`src/rtl/matrix_stream_mult.sv`:
```
// Streaming matrix multiplier: loads a runtime (M,N,P) header plus signed byte
// matrices A and B, computes C = A*B on one shared MAC and streams C out LSB first.
module matrix_stream_mult #(
    parameter int MAX_M = 4,
    parameter int MAX_N = 4,
    parameter int MAX_P = 4,
    parameter int ACC_W = 24
) (
    input  logic       clk,
    input  logic       rst,
    input  logic [7:0] in_data,
    input  logic       in_valid,
    output logic       in_ready,
    output logic [7:0] out_data,
    output logic       out_valid,
    input  logic       out_ready,
    output logic       busy,
    output logic       err
);
    localparam int RB = ACC_W / 8;
    localparam int MW = (MAX_M > 1) ? $clog2(MAX_M) : 1;
    localparam int NW = (MAX_N > 1) ? $clog2(MAX_N) : 1;
    localparam int PW = (MAX_P > 1) ? $clog2(MAX_P) : 1;
    localparam int SW = $clog2(RB);
    localparam logic [7:0] MAX_M8 = 8'(MAX_M);
    localparam logic [7:0] MAX_N8 = 8'(MAX_N);
    localparam logic [7:0] MAX_P8 = 8'(MAX_P);
    localparam logic [SW-1:0] SB_LAST = SW'(RB - 1);

    typedef enum logic [2:0] {
        HDR_M, HDR_N, HDR_P, LOAD_A, LOAD_B, COMPUTE, SEND, ERR
    } state_t;

    state_t state, state_next;

    logic [7:0] m_raw, n_raw, p_raw;
    logic [MW-1:0] m_last, ci, ni;
    logic [NW-1:0] n_last, ck;
    logic [PW-1:0] p_last, cj, nj;
    logic [SW-1:0] sb, nb;
    logic wr_phase;

    logic signed [7:0] a_mem [MAX_M][MAX_N];
    logic signed [7:0] b_mem [MAX_N][MAX_P];
    logic [ACC_W-1:0] c_mem [MAX_M][MAX_P];
    logic [ACC_W-1:0] acc, shifted;
    logic signed [15:0] a_ext, b_ext, prod;
    logic signed [ACC_W-1:0] prod_ext;
    logic [7:0] next_byte;

    logic in_fire, out_fire, hdr_bad, last_i, last_k, last_j, last_b;

    assign m_last   = MW'(m_raw - 8'd1);
    assign n_last   = NW'(n_raw - 8'd1);
    assign p_last   = PW'(p_raw - 8'd1);
    assign in_fire  = in_valid && in_ready;
    assign out_fire = out_valid && out_ready;
    assign last_i   = (ci == m_last);
    assign last_k   = (ck == n_last);
    assign last_j   = (cj == p_last);
    assign last_b   = (sb == SB_LAST);
    assign busy     = (state != HDR_M);

    // The header check sees the P byte directly, before it is registered.
    assign hdr_bad = (m_raw == 8'd0) || (n_raw == 8'd0) || (in_data == 8'd0) ||
                     (m_raw > MAX_M8) || (n_raw > MAX_N8) || (in_data > MAX_P8);

    assign a_ext    = 16'(a_mem[ci][ck]);
    assign b_ext    = 16'(b_mem[ck][cj]);
    assign prod     = a_ext * b_ext;
    assign prod_ext = ACC_W'(prod);

    always_ff @(posedge clk) begin
        if (rst) state <= HDR_M;
        else     state <= state_next;
    end

    always_comb begin
        state_next = state;
        in_ready   = 1'b0;
        case (state)
            HDR_M:   begin in_ready = 1'b1; if (in_valid) state_next = HDR_N; end
            HDR_N:   begin in_ready = 1'b1; if (in_valid) state_next = HDR_P; end
            HDR_P: begin
                in_ready = 1'b1;
                if (in_valid) state_next = hdr_bad ? ERR : LOAD_A;
            end
            LOAD_A: begin
                in_ready = 1'b1;
                if (in_valid && last_i && last_k) state_next = LOAD_B;
            end
            LOAD_B: begin
                in_ready = 1'b1;
                if (in_valid && last_k && last_j) state_next = COMPUTE;
            end
            COMPUTE: if (wr_phase && last_i && last_j) state_next = SEND;
            SEND:    if (out_fire && last_b && last_i && last_j) state_next = HDR_M;
            ERR:     if (out_fire) state_next = HDR_M;
            default: state_next = HDR_M;
        endcase
    end

    // Position of the byte that follows the one currently presented in SEND.
    always_comb begin
        nb = sb + 1'b1;
        ni = ci;
        nj = cj;
        if (last_b) begin
            nb = '0;
            if (last_j) begin
                nj = '0;
                ni = last_i ? '0 : ci + 1'b1;
            end else begin
                nj = cj + 1'b1;
            end
        end
        shifted   = c_mem[ni][nj] >> {nb, 3'b000};
        next_byte = shifted[7:0];
    end

    always_ff @(posedge clk) begin
        if (rst) begin
            m_raw     <= '0;
            n_raw     <= '0;
            p_raw     <= '0;
            ci        <= '0;
            ck        <= '0;
            cj        <= '0;
            sb        <= '0;
            wr_phase  <= 1'b0;
            acc       <= '0;
            out_valid <= 1'b0;
            out_data  <= 8'h00;
            err       <= 1'b0;
        end else begin
            err <= 1'b0;
            case (state)
                HDR_M: if (in_fire) m_raw <= in_data;
                HDR_N: if (in_fire) n_raw <= in_data;
                HDR_P: if (in_fire) begin
                    p_raw    <= in_data;
                    ci       <= '0;
                    ck       <= '0;
                    cj       <= '0;
                    sb       <= '0;
                    wr_phase <= 1'b0;
                    acc      <= '0;
                    if (hdr_bad) begin
                        err       <= 1'b1;
                        out_valid <= 1'b1;
                        out_data  <= 8'hEE;
                    end
                end
                LOAD_A: if (in_fire) begin
                    a_mem[ci][ck] <= in_data;
                    if (last_k) begin
                        ck <= '0;
                        ci <= last_i ? '0 : ci + 1'b1;
                    end else begin
                        ck <= ck + 1'b1;
                    end
                end
                LOAD_B: if (in_fire) begin
                    b_mem[ck][cj] <= in_data;
                    if (last_j) begin
                        cj <= '0;
                        ck <= last_k ? '0 : ck + 1'b1;
                    end else begin
                        cj <= cj + 1'b1;
                    end
                end
                // N accumulate cycles per element, then one write cycle that also clears acc.
                COMPUTE: begin
                    if (!wr_phase) begin
                        acc      <= acc + prod_ext;
                        ck       <= last_k ? '0 : ck + 1'b1;
                        wr_phase <= last_k;
                    end else begin
                        c_mem[ci][cj] <= acc;
                        acc           <= '0;
                        wr_phase      <= 1'b0;
                        if (last_j) begin
                            cj <= '0;
                            ci <= last_i ? '0 : ci + 1'b1;
                        end else begin
                            cj <= cj + 1'b1;
                        end
                        if (last_i && last_j) begin
                            out_valid <= 1'b1;
                            out_data  <= (m_last == '0 && p_last == '0) ? acc[7:0]
                                                                        : c_mem[0][0][7:0];
                        end
                    end
                end
                SEND: if (out_fire) begin
                    sb <= nb;
                    ci <= ni;
                    cj <= nj;
                    if (last_b && last_i && last_j) out_valid <= 1'b0;
                    else                            out_data  <= next_byte;
                end
                ERR: if (out_fire) out_valid <= 1'b0;
                default: ;
            endcase
        end
    end
endmodule

```
`config.mk`:
```
export PLATFORM = sky130hd
export DESIGN_NAME = matrix_stream_mult
export DESIGN_NICKNAME = d
export VERILOG_FILES = /design/src/rtl/matrix_stream_mult.sv
export SDC_FILE = /design/constraint.sdc
export NUM_CORES = 1
export LEC_CHECK = 0
export ABC_CLOCK_PERIOD_IN_PS = 11800
export BUFFER_PORTS_ARGS = -buffer_cell sky130_fd_sc_hd__buf_2
export CELL_PAD_IN_SITES_DETAIL_PLACEMENT = 1
export CELL_PAD_IN_SITES_GLOBAL_PLACEMENT = 1
export CORE_MARGIN = 5
export CORE_UTILIZATION = 30
export DETAILED_ROUTE_END_ITERATION = 8
export PLACE_DENSITY = 0.47
export SLEW_MARGIN = 20
export SYNTH_ARGS = -nofsm -noshare
export SYNTH_HDL_FRONTEND = slang
export SYNTH_SLANG_ARGS = --single-unit
```
`constraint.sdc`:
```
create_clock -name clk -period 11.8 [get_ports clk]
set_clock_uncertainty 0.2 [all_clocks]
set_input_delay 1.18 -clock clk [delete_from_list [all_inputs] [get_ports clk]]
set_output_delay 1.18 -clock clk [all_outputs]
set_load 0.02 [all_outputs]
```
Word level (Yosys, flattened, before mapping)
Memories as Yosys holds them, arrays and structs flattened. A register that Yosys moved wholly into a read port is not among the register bits. Index checks and enable logic that the tools add are counted.

Bits of input ports: 12. Word-level logic and storage cells: 207. Output and inout port bits: 12. Register bits after elaboration: 64. Latch bits: 0. Memories kept: 3. Bits in read-only memories: 0. Bits in writable memories: 640.

Memory list: c_mem (words 4, bits a word 96, rd ports 2, clocked after memory_dff 0, wr ports 1, line 45) `logic [ACC_W-1:0] c_mem [MAX_M][MAX_P];`; a_mem (words 4, bits a word 32, rd ports 1, clocked after memory_dff 1, wr ports 1, line 43) `logic signed [7:0] a_mem [MAX_M][MAX_N];`; b_mem (words 4, bits a word 32, rd ports 1, clocked after memory_dff 1, wr ports 1, line 44) `logic signed [7:0] b_mem [MAX_N][MAX_P];`.

Magnitude comparators: 8. Bitwise gates (word level): 5. Divide/modulo/power cells: 0. Shifts and indexed selects: 1. Reduce and logical (&&, ||, !) cells: 49. Equality and inequality tests: 31. Add/sub/neg operators: 8. $mul: 1. Multiplexer cells: 88.

Operators with widths (number): 24-bit two-way mux (5); 8-bit two-way mux (13); 96-bit two-way mux (1); 32-bit two-way mux (2); 24-bit binary-select mux with 2-bit select (1); 24-bit demux with 2-bit select (1); 2-bit two-way mux (24); 24-bit case mux with 2 select lines (1); 2-bit != test (second input constant) (20); 8-bit binary-select mux with 2-bit select (2); 8-bit demux with 2-bit select (2); 3-bit two-way mux (9); 24-bit adder (1); 8-bit by 3-bit greater-than comparator with 1-bit output (second input constant) (3); 8-bit logical NOT (3); 2-bit case mux with 4 select lines (3); 3-bit case mux with 8 select lines (1); 8-bit case mux with 3 select lines (1); 24-bit by 5-bit >> shifter with 8-bit output (1); 1-bit two-way mux (19); 1-bit logical AND (17); 8-bit by 8-bit multiplier with 16-bit output (1); 8-bit AND reduction (2); 4-bit nonzero test (4); 26 further kinds (54).

Depth between registers and ports, before layout
Gate-level depths: netlist (run 1). An unclocked memory read counts as a cell.

Word-level depth: 13. Mapped depth: 34.

Worst setup path before layout (run 1)
Ideal clock, no wire load.

Path type: register to register. From: register (tool-made name). To: register acc[23]. Data arrival time: 8406 ps. Buffers on the path: 3. Data required time: 11526 ps. Stages on the path, launching flop included: 32. Setup slack: 3120 ps. Library setup time: 74 ps. Path through: dfxtp_1 clkbuf_1 buf_1 buf_2 mux4_2 mux4_2 and2_1 fa_1 inv_1 fa_1 inv_1 fa_1 inv_1 fa_1 inv_1 ha_1 o21ai_0 nor2_1 o41a_1 nand4_1 a31oi_1 xnor2_1 ha_1 a21o_1 a31o_2 a221oi_1 o22ai_1 o221ai_1 o21ai_1 xnor2_1 or3_1 a31oi_1.

RTL lines: end signal, assigned (line 175) `acc <= acc + prod_ext;`; end, declared (line 46) `logic [ACC_W-1:0] acc, shifted;`.

==> impl_metrics.tcl, run 1 <==
set metrics [dict create \
    status "complete, no violations" \
    drv_slew 0 \
    core.rowCount 119 \
    cts_resized 0 \
    tns_ns 0 \
    ant_nets 0 \
    reg2reg_depth 29 \
    stdcell_area_um2 36300 \
    cts-root-buf "clkbuf_16" \
    hold-path-endpoint "n_raw[6]" \
    io_pins 24 \
    slew_headroom_pct 24.5 \
    slowest_delay_ns 0.75 \
    power.leakage_nw 12.8 \
    ys.flop_type "edfxtp_1" \
    dr_total_vias 18945 \
    clock-sinks 708 \
    setup_viol 0 \
    cp_max_fo 18 \
    die_y_um 336 \
    post_synth.cell_area_avg_um2 14.4 \
    layout-drive-gt1-share_pct 14.4 \
    nets 2403 \
    routabilityCongestion 0.753 \
    routed_via_density 5.08 \
    synth-seq-cells 708 \
    first_pass_iters 5 \
    dpl-instance-area_um2 33600 \
    mostFrequentLayoutCell "edfxtp_1" \
    p_total_w 0.00594 \
    wl_per_cell_um 26.2 \
    crit_arrival_ns 9.38 \
    hp-class "reg -> reg" \
    cts_setup_buffers 0 \
    yosys.area.top_type "edfxtp_1" \
    power.density_nw_per_um2 163 \
    path_clk_slew_ns 0.06 \
    start_util_pct 30.2 \
    hold_viol_final 0 \
    period_needed_ns 9.00 \
    synthToLayoutAreaGrowth_pct 14.1 \
    ys_seq_area_share_pct 64.6 \
    post_synth_num_cell_types 84 \
    cts_max_path_buffers 3 \
    cts_tree "done" \
    ir_drop_mv 0.108 \
    min_period_over_period_pct 76.2 \
    crit_path_end_kind "flop" \
    hp-start "n_raw[6]" \
    numCtsBuffers 83 \
    fmax_mhz 111 \
    grt_overflow 0 \
    synth_cells 2219 \
    dr.first_iter.drc_count 1105 \
    die_w_um 336 \
    drv_cap 0 \
    synthArstFlopShare_pct 0 \
    synthesis.nets 2355 \
    antenna_found_initial 4 \
    hold_depth 2 \
    dieArea_um2 113000 \
    port_buffers 23 \
    layout_common_cells "edfxtp_1 (640), nand2_1 (310), nor2_1 (105), inv_1 (99), mux4_2 (98)" \
    crit_type "reg -> reg" \
    grt_max_degree 103 \
    slowest_stage "dfxtp_2" \
    clock_latency_ns 0.66 \
    rsz0062_at_grt "false" \
    grt_usage_pct 17.3 \
    dp_hpwl_um 60500 \
    drt-total-wl_um 97700 \
    r2r_setup_slack_ns 2.80 \
    synth-edff-count 640 \
    pre_cts_ws_ns 2.31 \
    cp.required_ns 12.18 \
    yosys-top-cells-area "edfxtp_1 (60%), mux4_2 (6.9%), dfxtp_1 (4.3%), nand2_1 (3.7%), fa_1 (3.5%)" \
    finalWorstSetupSlack_ns 2.80 \
    core_area_um2 105000 \
    timing.rr.end "acc[23]" \
    cts-hold-fix-buffers 0 \
    worst_pin_slew_ns 1.13 \
    grt_pass1_wl_um 143000 \
    hold_ws_ns 0.259 \
    synth_top_area_share_pct 60.3 \
    yosysWarnings 0 \
    htree_levels 3 \
    grt_pass1_vias 20494 \
    synthesis.area_um2 31900 \
    drc_errors 0 \
    crit_path_start_kind "flop" \
]
## per-stage QoR
step / util [%] / cells
after floorplan: - / 2219
after global placement: 31.9 / 3573
after detailed placement: 31.9 / 3573
after CTS: 34.5 / 3725
after global routing: 34.5 / 3725
final: 34.5 / 3726
## state kept, by name (all words and copies together), names as in the netlist, named ones only
name       cells
cj             2
err            1
sb             2
wr_phase       1
acc           24
b_mem        128
out_valid      1
n_raw          8
p_raw          2
out_data       8
state          3
m_raw          8
c_mem        384
ci             2
ck             2
a_mem        128
## worst max path at each step
stage | to | startpoint
after global routing | acc[23] | flop
after global placement | acc[23] | flop
after CTS | acc[23] | flop
final | acc[23] | flop
after floorplan | acc[23] | flop
after detailed placement | acc[23] | flop
## area by class of cell
type	count	area (µm²)
fill	10934	69100
sequential	708	20600
multi-input combinational	1307	10500
clock buffer	110	2330
tap	1391	1740
timing repair buffer	66	450
clock inverter	42	392
inverter	101	379
antenna	1	2.50
## report_power, final
part           switching (W)  internal, W
sequential        0.00000978      0.00272
combinational       0.000406     0.000252
clock                0.00107      0.00149
total                0.00149      0.00445
## per-layer routing
layer	vias up	routed length, µm	track usage, %
met2	320	48700	30.2
li1	8480	-	-
met1	10002	43200	22.7
met5	-	13	0
met3	141	3280	2.39
met4	2	2530	4.81
## cells in the mapped netlist (all sizes together), types with 8 or more instances
| master | number |
|---|---|
| fa | 56 |
| a31oi | 27 |
| nand2b | 9 |
| a21o | 12 |
| nand4 | 22 |
| nand2 | 310 |
| buf | 48 |
| edfxtp | 640 |
| nor3 | 36 |
| mux4 | 102 |
| and3 | 62 |
| dfxtp | 68 |
| a21oi | 65 |
| xor2 | 10 |
| xnor2 | 31 |
| o21ai | 37 |
| a22oi | 22 |
| clkbuf | 55 |
| a221oi | 8 |
| or3 | 9 |
| a32oi | 13 |
| mux2i | 50 |
| nand3 | 84 |
| nor4 | 9 |
| and2 | 45 |
| nor2 | 109 |
| a211oi | 10 |
| inv | 100 |
| ha | 68 |
| a311oi | 13 |
## critical path: cells and delay by family, from the launching register on
| family | cells | cell delay, ns |
|---|---|---|
| AOI/OAI and AO/OA | 10 | 2.07 |
| xor gates and xnor gates | 2 | 0.68 |
| adders and majority gates | 6 | 2.74 |
| buffers and inverters | 5 | 0.63 |
| DFF | 1 | 0.75 |
| muxes | 2 | 1.12 |
| and+or+nand+nor | 4 | 0.75 |
## cells by family after synthesis
group	Yosys count	share of synthesized area (%)
buffers and inverters	204	2.83
multiplexers	156	9.00
adder cells (fa/ha/maj)	124	6.19
XOR/XNOR	41	1.17
flip-flops	708	64.6
AND/OR/NAND/NOR	722	10.6
AO/OA/AOI/OAI	264	5.65
(Power assumes the default switching activity.)
==> inputs of run 2 (changes only) <==
Settings changed: ABC_AREA set to 1, ABC_CLOCK_PERIOD_IN_PS 11800 to 8000, PLACE_DENSITY 0.47 to 0.51.
Clock period 11.8 ns to 8 ns, I/O delays scaled along.
==> run 2 against run 1 <==
Effect of this change: sequential share of layout area shrank 1.9 points; critical path type unchanged; worst hold slack better by 0.0044 ns; highest routed layer is now met4; largest cell class unchanged; worst setup slack lost 2.3 ns; routed wire length up 5.3%; critical path depth up 8.
==> impl_metrics.tcl, run 2 <==
set metrics [dict create \
    drv_slew 0 \
    n_fill_cell 11941 \
    synth_common_cells "edfxtp_1 (640), nand2_1 (602), nand3_1 (455)" \
    layout-drive-gt1-share_pct 9.21 \
    reg.largest.list "c_mem: 384 flops, a_mem: 128 flops, b_mem: 128 flops" \
    hold_ws_ns 0.263 \
    numCtsBuffers 81 \
    ys.flop_type "edfxtp_1" \
    crit_path_start_kind "flop" \
    core.rowCount 121 \
    finalWorstSetupSlack_ns 0.544 \
    antenna_found_initial 2 \
    setup_viol 0 \
    regArea_um2 20600 \
    cp-endpoint "acc[22]" \
    largest_reg_flops 384 \
    start_util_pct 30.2 \
    grt_pass1_wl_um 153000 \
    routabilityCongestion 0.806 \
    post-synth-top-count-cell "edfxtp_1" \
    drt-total-wl_um 103000 \
    synthToLayoutAreaGrowth_pct 14.2 \
    fmax_mhz 134 \
    path_clk_slew_ns 0.06 \
    grt_pass1_vias 24110 \
    hp-class "reg -> reg" \
    nets 3182 \
    period_needed_ns 7.46 \
    die_w_um 341 \
    worst_pin_slew_ns 1.14 \
    synthArstFlopShare_pct 0 \
    yosys-top-cells-area "edfxtp_1 (58%), nand3_1 (6.9%), nand2_1 (6.9%), dfxtp_1 (4.1%), fa_1 (3.4%)" \
    yosysWarnings 0 \
    cts_max_path_buffers 3 \
    min_period_over_period_pct 93.2 \
    core_area_um2 109000 \
    fin_util_pct 34.5 \
    synth_top_area_share_pct 58.4 \
    slowest_stage "fa_1" \
    die_y_um 341 \
    first_pass_iters 5 \
    slew_headroom_pct 24.1 \
    dieArea_um2 116000 \
    yosys.area.top_type "edfxtp_1" \
    crit_type "reg -> reg" \
    regMostFlops "c_mem" \
    hold_depth 2 \
    synthesis.area_um2 32900 \
    multi_input_area_um2 10700 \
    status "complete, no violations" \
    timing.rr.end "acc[22]" \
    mostFrequentLayoutCell "edfxtp_1" \
    cts-root-buf "clkbuf_16" \
    layout_common_cells "edfxtp_1 (640), nand2_1 (589), nand3_1 (454), inv_1 (280), a21oi_1 (159)" \
    clock_latency_ns 0.66 \
    routed_via_density 5.06 \
    dr_total_vias 22868 \
    port_buffers 23 \
    synth_cells 3013 \
    cp_max_fo 16 \
    hold_viol_final 0 \
    ys_seq_area_share_pct 62.5 \
    reg2reg_depth 37 \
    pre_cts_ws_ns -0.0262 \
    wl_per_cell_um 22.7 \
    grt_max_degree 138 \
    drv_cap 0 \
    critPathMostFrequentCell "nand2_1" \
    drc_errors 0 \
    grt_overflow 0 \
    slowest_delay_ns 0.53 \
    synthesis.nets 3149 \
    dr.first_iter.drc_count 1580 \
    cp.required_ns 8.39 \
    dp_hpwl_um 62400 \
    htree_levels 3 \
    post_synth_num_cell_types 48 \
    post_synth.cell_area_avg_um2 10.9 \
    crit_path_end_kind "flop" \
    crit_arrival_ns 7.84 \
    synth-edff-count 640 \
    ant_nets 0 \
    io_pins 24 \
    clock-sinks 708 \
    cts_tree "done" \
    r2r_setup_slack_ns 0.54 \
    grt_usage_pct 17.2 \
    synth-seq-cells 708 \
]
## run 2: cell count changes in the layout (fill, tap and decap cells not counted), moves of 61 or more
cell	before	now
a21oi_1	64	159
inv_1	99	280
mux4_2	98	0
nand2_1	310	589
nand3_1	84	454
o211ai_1	6	67
o21ai_0	33	145
## run 2: worst max-delay path, delay by kind of cell (launching register included)
kind	cells	cell delay, ns
xor gates and xnor gates	1	0.19
AOI/OAI and AO/OA	13	2.23
DFF	1	0.47
adders and majority gates	6	2.57
and+or+nand+nor	12	1.24
buffers and inverters	5	0.46
## run 2: kinds of logic after synthesis
kind of cell	count (synthesis)	synth area share, %
buf+inv	437	5.60
mux	64	1.95
flops	708	62.5
xor+xnor	21	0.559
compound gates	412	7.05
simple gates	1247	16.4
fa+ha+maj	124	5.99
## run 2: area by class of cell
class                      count  area share, %
sequential                   708           54.8
multi-input combinational   1868           28.6
clock buffer                 105           5.79
tap                         1414           4.71
inverter                     291           2.92
timing repair buffer          96           2.27
clock inverter                38          0.965
antenna                        1        0.00666
## run 2: routing by layer
metal,GRT usage [%],vias to the layer above,wire (µm)
met2,28.2,410,48000
met4,4.61,0,2280
met5,0,-,0
met3,2.32,131,3960
met1,24.2,11765,48600
li1,-,10562,-
## run 2: stage by stage
step / cells / TNS (ns) / instance area [µm²]
4_1_cts: 4505 / 0 / 37300
5_1_grt: 4520 / -0.0397 / 37600
2_1_floorplan: 3013 / 0 / 32900
3_3_place_gp: 4361 / 0 / 34700
6_report: 4521 / 0 / 37600
3_5_place_dp: 4361 / -0.0262 / 34700
## run 2: worst min path at each step
| stage | from | end | slack, ns |
|---|---|---|---|
| finish | n_raw[1] | n_raw[1] | 0.26 |
| CTS | m_raw[5] | m_raw[5] | 0.27 |
| global route | m_raw[5] | m_raw[5] | 0.28 |
| global placement | n_raw[1] | n_raw[1] | 0.24 |
| floorplan | p_raw[1] | p_raw[1] | 0.23 |
| detailed placement | m_raw[5] | m_raw[5] | 0.26 |
## run 2: what timing repair did
item	4_1_cts	5_1_grt
buffers inserted	1	12
hold buffers	0	0
setup endpoints to repair	2	10
pin swaps	0	10
resized for setup	0	31
hold endpoints to repair	0	0
cloned	0	1
Power of run 2 is left out: the tool's default activity adds up to more than one toggle a clock period on the data nets, which glitch-free logic cannot reach.
==> inputs of run 3 (changes only) <==
Settings changed: ABC_CLOCK_PERIOD_IN_PS 8000 to 7000, CTS_BUF_LIST set to sky130_fd_sc_hd__clkbuf_8, PLACE_DENSITY 0.51 to 0.49.
Clock period 8 ns to 7 ns, I/O delays scaled along.
==> run 3 against run 2 <==
Effect of this change: non-clock buffer count rose by 170; the run now ends with negative setup slack left; maximum frequency rose by 5.9%; worst setup slack got worse by 0.59 ns; final cell count rose by 5.8%; core utilization rose by 1.7 points; via count rose by 3.5%; critical path depth rose by 2; largest cell class unchanged.
==> impl_metrics.tcl, run 3 (synthesis gave the netlist of run 2 again) <==
set metrics [dict create \
    clock_latency_ns 0.80 \
    grt_pass1_vias 25097 \
    crit_path_start_kind "flop" \
    antenna_found_initial 7 \
    min_period_over_period_pct 101 \
    crit_arrival_ns 7.58 \
    htree_levels 3 \
    period_needed_ns 7.04 \
    drc_errors 0 \
    grt_usage_pct 18.1 \
    grtUsageMet3_pct 2.56 \
    clock-sinks 708 \
    nets 3392 \
    layout_common_cells "edfxtp_1 (640), nand2_1 (564), nand3_1 (444), inv_1 (313), buf_4 (211)" \
    crit_buf_inv 7 \
    slowest_stage "fa_1" \
    drt-total-wl_um 108000 \
    cp_max_fo 10 \
    die_y_um 341 \
    rsz0062_at_grt "true" \
    cts_max_path_buffers 3 \
    path_clk_slew_ns 0.06 \
    routed_via_density 4.95 \
    core_area_um2 109000 \
    mostFrequentLayoutCell "edfxtp_1" \
    hold_ws_ns 0.122 \
    slew_headroom_pct 24.7 \
    grt.met2_usage_pct 30.2 \
    hp-class "in -> reg" \
    fmax_mhz 142 \
    violations "negative setup slack" \
    grt_max_degree 163 \
    core.rowCount 121 \
    largest_reg_flops 384 \
    ant_nets 0 \
    routabilityCongestion 0.824 \
    cts_tree "done" \
    cts-root-buf "clkbuf_8" \
    drv_slew 0 \
    busiest_layer "met2" \
    reg.largest.list "c_mem: 384 flops, a_mem: 128 flops, b_mem: 128 flops" \
    dr.first_iter.drc_count 1332 \
    dieArea_um2 116000 \
    dr_total_vias 23676 \
    setup_viol 2 \
    grt_overflow 0 \
    cp_top_family "adder cells" \
    cp.required_ns 7.53 \
    port_buffers 23 \
    drv_cap 0 \
    grt_use_met1_pct 25.3 \
    io_pins 24 \
    slowest_delay_ns 0.56 \
    grt_pass1_wl_um 160000 \
    dp_hpwl_um 65900 \
    critPathMostFrequentCell "nand2_2" \
    wl_per_cell_um 22.6 \
    first_pass_iters 5 \
    numCtsBuffers 121 \
    finalWorstSetupSlack_ns -0.0413 \
    crit_type "reg -> reg" \
    layout-drive-gt1-share_pct 17.9 \
    pre_cts_ws_ns -0.775 \
    hold_viol_final 0 \
    crit_path_end_kind "flop" \
    start_util_pct 30.2 \
    status "finished, violations left" \
    die_w_um 341 \
    regMostFlops "c_mem" \
    worst_pin_slew_ns 1.13 \
    synthToLayoutAreaGrowth_pct 19.7 \
]
==> run 3: cell types whose count changed in the layout (fill, tap and decap cells not counted), sizes merged, moves of 4 or more <==
cell,change
buf,+169
clkbuf,+18
clkinv,+22
diode,+4
inv,+46
==> run 3: per-layer routing <==
metal / vias up / share of wire [%]
met1: 12077 / 46
met4: 0 / 1.7
li1: 11022 / -
met3: 135 / 4.0
met5: - / 0
met2: 442 / 48
==> run 3: worst register-to-register path, delay by kind of cell (launching register included) <==
| family | cells | cell delay [ns] |
|---|---|---|
| and+or+nand+nor | 13 | 1.11 |
| buffers and inverters | 7 | 0.68 |
| adders and majority gates | 6 | 2.61 |
| AOI/OAI and AO/OA | 12 | 1.86 |
| DFF | 1 | 0.41 |
| xor gates and xnor gates | 1 | 0.16 |
==> run 3: area by class of cell <==
cell class,instances,area (µm²)
flip-flops and latches,708,20600
clock buffers,123,1690
diodes,5,12.5
well taps,1414,1770
multi-input cells,1868,11400
inverters,291,1100
clock inverters,106,608
fillers,11987,69600
repair buffers,266,2260
==> run 3: final timing paths <==
check,depth (start not counted),endpoint,slack (ns),startpoint
setup / recovery,39,acc[22],-0.04,flop
hold / removal,2,m_raw[6],0.12,rst
setup reg to reg,39,acc[22],-0.04,flop
hold reg to reg,2,n_raw[1],0.26,n_raw[1]
==> run 3: repair_timing <==
action                                  CTS  global route
gates cloned                              3             1
resized for setup                       115           100
pin swaps                                48            56
endpoints found under the setup margin   12            13
hold buffers                              0             0
setup buffers                            34            11
==> run 3: metrics by stage <==
stage                     TNS, ns  std cells  instance area [µm²]  utilization (%)
final                     -0.0665       4781                39400             36.1
after global routing        -2.66       4778                39400             36.1
after CTS                  -0.360       4765                38800             35.6
after detailed placement    -6.28       4500                35800             32.9
after global placement      -5.12       4500                35800             32.9
after floorplan                 0       3013                32900                -
Power of run 3 is left out for the same reason.
